--- src/rtl/counter_pkg.sv ---
// Shared types and helpers for the up/down counter family.
package counter_pkg;

    // Count direction as seen by the next-state logic.
    typedef enum logic {DIR_DOWN, DIR_UP} dir_e;

    // Widest counter supported; the helpers below work at this width.
    localparam int unsigned MAX_WIDTH = 32;

    // Limit a value to an upper bound; used to keep parallel loads inside the modulus.
    function automatic logic [MAX_WIDTH-1:0] clamp_u32(
        input logic [MAX_WIDTH-1:0] val,
        input logic [MAX_WIDTH-1:0] max_val
    );
        return (val > max_val) ? max_val : val;
    endfunction

endpackage

--- src/rtl/updn_counter_next.sv ---
// Next-count and terminal-count logic for one enabled counting step.
// Purely combinational; the top level decides whether the step is taken.
module updn_counter_next
    import counter_pkg::*;
#(
    parameter int unsigned           WIDTH    = 8,
    parameter logic [WIDTH-1:0]      MAX_VAL  = {WIDTH{1'b1}},
    parameter bit                    SATURATE = 1'b0
) (
    input  logic [WIDTH-1:0] count,
    input  dir_e             dir,
    output logic [WIDTH-1:0] count_next,
    output logic             tc_next
);

    // Boundaries are detected by comparing against MAX_VAL and zero, so a
    // non-power-of-two modulus never relies on natural binary rollover.
    always_comb begin
        count_next = count;
        tc_next    = 1'b0;
        if (dir == DIR_UP) begin
            if (count >= MAX_VAL) begin
                tc_next    = 1'b1;
                count_next = SATURATE ? MAX_VAL : '0;
            end else begin
                count_next = count + WIDTH'(1);
            end
        end else begin
            if (count == '0) begin
                tc_next    = 1'b1;
                count_next = SATURATE ? '0 : MAX_VAL;
            end else begin
                count_next = count - WIDTH'(1);
            end
        end
    end

endmodule

--- src/rtl/updn_counter.sv ---
// Parametrised up/down counter with load, clear, wrap/saturate mode,
// terminal-count pulse and sticky overflow flag. All outputs registered.
module updn_counter
    import counter_pkg::*;
#(
    parameter int unsigned      WIDTH    = 8,
    parameter logic [WIDTH-1:0] MAX_VAL  = {WIDTH{1'b1}},
    parameter bit               SATURATE = 1'b0
) (
    input  logic             clk,
    input  logic             rst,
    input  logic             enable,
    input  logic             up_dn,
    input  logic             clr,
    input  logic             load,
    input  logic [WIDTH-1:0] load_val,
    input  logic             ovf_clr,
    output logic [WIDTH-1:0] out,
    output logic             tc,
    output logic             ovf_sticky
);

    logic [WIDTH-1:0] step_count;
    logic             step_tc;
    logic [WIDTH-1:0] load_clamped;
    logic [WIDTH-1:0] out_d;
    logic             tc_d;

    updn_counter_next #(
        .WIDTH    (WIDTH),
        .MAX_VAL  (MAX_VAL),
        .SATURATE (SATURATE)
    ) u_next (
        .count      (out),
        .dir        (dir_e'(up_dn)),
        .count_next (step_count),
        .tc_next    (step_tc)
    );

    // Out-of-range load values are pulled back to MAX_VAL so the count
    // always stays inside the modulus.
    always_comb begin
        load_clamped = WIDTH'(clamp_u32(32'(load_val), 32'(MAX_VAL)));
    end

    // Priority mux: clear, then load, then count, otherwise hold.
    always_comb begin
        out_d = out;
        tc_d  = 1'b0;
        if (clr) begin
            out_d = '0;
        end else if (load) begin
            out_d = load_clamped;
        end else if (enable) begin
            out_d = step_count;
            tc_d  = step_tc;
        end
    end

    // State registers; a new tc on the same edge as ovf_clr keeps the flag set.
    always_ff @(posedge clk) begin
        if (rst) begin
            out        <= '0;
            tc         <= 1'b0;
            ovf_sticky <= 1'b0;
        end else begin
            out        <= out_d;
            tc         <= tc_d;
            ovf_sticky <= (ovf_sticky & ~ovf_clr) | tc_d;
        end
    end

endmodule

--- config.mk ---
export PLATFORM = sky130hd
export DESIGN_NAME = updn_counter
export DESIGN_NICKNAME = d
export VERILOG_FILES = /design/src/rtl/counter_pkg.sv /design/src/rtl/updn_counter_next.sv /design/src/rtl/updn_counter.sv
export SDC_FILE = /design/constraint.sdc
export NUM_CORES = 1
export LEC_CHECK = 0
export ABC_CLOCK_PERIOD_IN_PS = 1540
export CAP_MARGIN = 10
export CORE_MARGIN = 3
export CORE_UTILIZATION = 37
export DETAILED_ROUTE_END_ITERATION = 10
export GPL_ROUTABILITY_DRIVEN = 0
export PLACE_DENSITY_LB_ADDON = 0.1
export SYNTH_ARGS = -nofsm -noshare
export SYNTH_HDL_FRONTEND = slang
export SYNTH_SLANG_ARGS = --single-unit
--- constraint.sdc ---
create_clock -name clk -period 1.54 [get_ports clk]
set_input_delay 0.231 -clock clk [delete_from_list [all_inputs] [get_ports clk]]
set_output_delay 0.231 -clock clk [all_outputs]
set_load 0.02 [all_outputs]
==> results.cfg <==
[outcome]
status = complete, but fails checks
violations = negative setup slack

[critical_path]
crit_path_frequent_cell = o211ai_1
cp_max_fo = 4
r2r_slack_ns = -0.02
crit_type = reg -> reg
worst-path-stages = 4
reg2reg_to = out[7]
endpoint_kind = flip-flop
critPathLaunchType = flip-flop
cp_cell_sequence = or4_4 > or3_1 > o211ai_1 > o211ai_1
r2r-start = out[4]
cp_slowest_stage_delay_ns = 0.58
rr_worst_depth = 4
slowest_stage = or4_4
critPathBufInv = 0
cp_top_family = simple AND/OR/NAND/NOR gates
cp.required_ns = 1.69
worstPathArrival_ns = 1.71

[synthesis]
async_flop_share_pct = 0
synth_area_leaders = dfxtp_1 (23%), o211ai_1 (7.7%), a21oi_1 (6.9%), o21ai_0 (4.6%), ha_1 (4.3%)
yosysMostFrequentCell = a21oi_1
ys_seq_elements = 10
synth.net_count = 131
synth_ff_type = dfxtp_1
synth.yosys.warnings = 0
yosys.area.top_type = dfxtp_1
synth_area_um2 = 873.3
synth_common_cells = a21oi_1 (12), dfxtp_1 (10), o211ai_1 (9)
synth_edf_count = 0
avgSynthCellArea_um2 = 7.729
seq_area_frac_synth_pct = 22.92
ys_types = 44
syn_inst = 113
synth_top_cell_area_share_pct = 22.92

[detailed_routing]
drc = 0
vias_per_cell = 5.626
final_antenna_net_count = 0
wl_per_cell_um = 15.48
firstDrtPassIters = 4
vias = 1052
drt-total-wl_um = 2895
drt-initial-drc-count = 43

[clock_tree]
htree_levels = 1
ctsHoldBuffers = 0
clk_latency_ns = 0.27
cts_tree = yes
cts.sink_count = 10
cts_root_buf = clkbuf_4
postCtsSetupBuffers = 0
cts_buffer_depth = 2
clk_pin_slew_ns = 0.08
cts_buffers = 3

[sta]
layout_setup_ws_ns = -0.01640
tightest_slew_ns = 0.2693
final-hold-violation-count = 0
fmax_ghz = 0.6425
whs_ns = 0.4277
setup_viol = 1
fin_crit_sh_pct = 101.1
finalCriticalPeriod_ns = 1.556
drv_slew = 0
skew_ns = 0.002472
rsz0062_at_grt = yes
max_slew_margin_pct = 81.91

[power_and_ir_drop]
p_leak_nw = 0.5769
intPower_uw = 583.9
clkPwrFrac_pct = 29.0
p_seq_share_pct = 32.6
p_comb_share_pct = 38.4
total_power_uw = 859.0
net-switching-power_uw = 275.2
power_density_nw_per_um2 = 604.4
swShare_pct = 32.03
irDropWorstVdd_mv = 0.5342

[final_layout]
layout.nets = 179
final_cell_area_um2 = 1421
drive_above_1_share_pct = 36.25
area_growth_pct = 62.75
antenna_cells = 0
finalNonFillerCells = 187
fin_util_pct = 67.62
n_fill_cell = 188

[placement]
place_inst = 183
dpl.hpwl_um = 2127
numPortBuffers = 24
placed_cell_area_um2 = 1301

[floorplanning]
die_h_um = 54.59
io_pins = 25
core.rowCount = 16
start_util_pct = 41.55
die_x_um = 54.59
die-area_um2 = 2980
core_area_um2 = 2102

[min_path]
hold_depth = 3
timing.hold.worst_endpoint = out[5]
min_from = clr
hp-class = in -> reg

[global_routing]
grt_pass1_vias = 1016
gr-total-overflow = 0
grt_max_degree = 12
antenna_found_initial = 0
grt_usage_pct = 21.37
grt_pass1_wl_um = 4533

[flow_run]
cap_violations = 0
[stage by stage]
stage / setup WS, ns / setup TNS, ns
global route: -0.06259 / -0.1603
finish: -0.01640 / -0.01640
floorplan: -0.09548 / -0.1955
global placement: -0.3150 / -1.434
detailed placement: -0.3396 / -1.480
CTS: -0.01048 / -0.01048
[worst reg2reg max path: stages (launching register included)]
cell and delay (ns):
dfxtp_2 0.33, or4_4 0.58, or3_1 0.33, o211ai_1 0.10
o211ai_1 0.11
[flip-flops by register name, summed over array words and instances, names as in the netlist]
name	flops
out	8
tc	1
ovf_sticky	1
[metal layers]
layer	track usage [%]	up-vias	wire, um
met1	26.87	481	1219
li1	-	518	-
met2	36.61	47	1429
met3	4.360	6	214
met5	0	-	0
met4	5.394	0	32
[repair_timing]
item / 4_1_cts / 5_1_grt
endpoints found under the setup margin: 16 / 9
hold endpoints to repair: 0 / 0
gates resized for setup: 21 / 17
gates cloned: 0 / 0
pin swaps: 7 / 9
[placed cells by master (no fill, tap or decap), types with 2 or more instances in the layout]
master	n
buf_4	25
dlygate4sd2_1	12
clkdlybuf4s50_1	12
a21oi_1	11
o211ai_1	9
nor2_1	7
o21ai_0	6
inv_1	5
dfxtp_1	5
nand2_1	4
or3_1	4
dfxtp_2	4
nor3_1	3
clkbuf_4	3
and3_1	2
nand3_1	2
xor2_1	2
o21ai_1	2
and2_2	2
and2_1	2
xnor2_1	2
ha_4	2
buf_6	2
[layout make-up]
| cell class | count | area [um2] | area share, % |
|---|---|---|---|
| clock buffers | 4 | 36.28 | 2.553 |
| inverters | 8 | 32.53 | 2.289 |
| multi-input cells | 87 | 674.4 | 47.45 |
| flip-flops and latches | 10 | 209.0 | 14.70 |
| well taps | 27 | 33.78 | 2.377 |
| repair buffers | 51 | 435.4 | 30.63 |
[cell families after synthesis]
| logic type | count (synthesis) | synth area share (%) |
|---|---|---|
| simple gates | 39 | 26.65 |
| xor+xnor | 5 | 5.015 |
| compound gates | 39 | 28.94 |
| flops | 10 | 22.92 |
| buf+inv | 16 | 10.89 |
| fa+ha+maj | 3 | 4.298 |
| mux | 1 | 1.289 |
[worst max-delay path by stage]
stage	from	to	slack [ns]
finish	out[4]	out[7]	-0.02
floorplan	out[6]	out[7]	-0.1
global placement	rst	out[5]	-0.31
CTS	out[4]	out[7]	-0.01
detailed placement	rst	out[5]	-0.34
global route	out[0]	out[5]	-0.06
[power by group through the flow]
stage / Combinational, mW / Sequential [mW] / Clock [mW]
after floorplan: 0.143 / 0.302 / 0
after CTS: 0.292 / 0.280 / 0.257
final: 0.330 / 0.280 / 0.249
after detailed placement: 0.291 / 0.285 / 0
after global routing: 0.356 / 0.282 / 0.272
after global placement: 0.288 / 0.284 / 0
(Power assumes the default switching activity.)
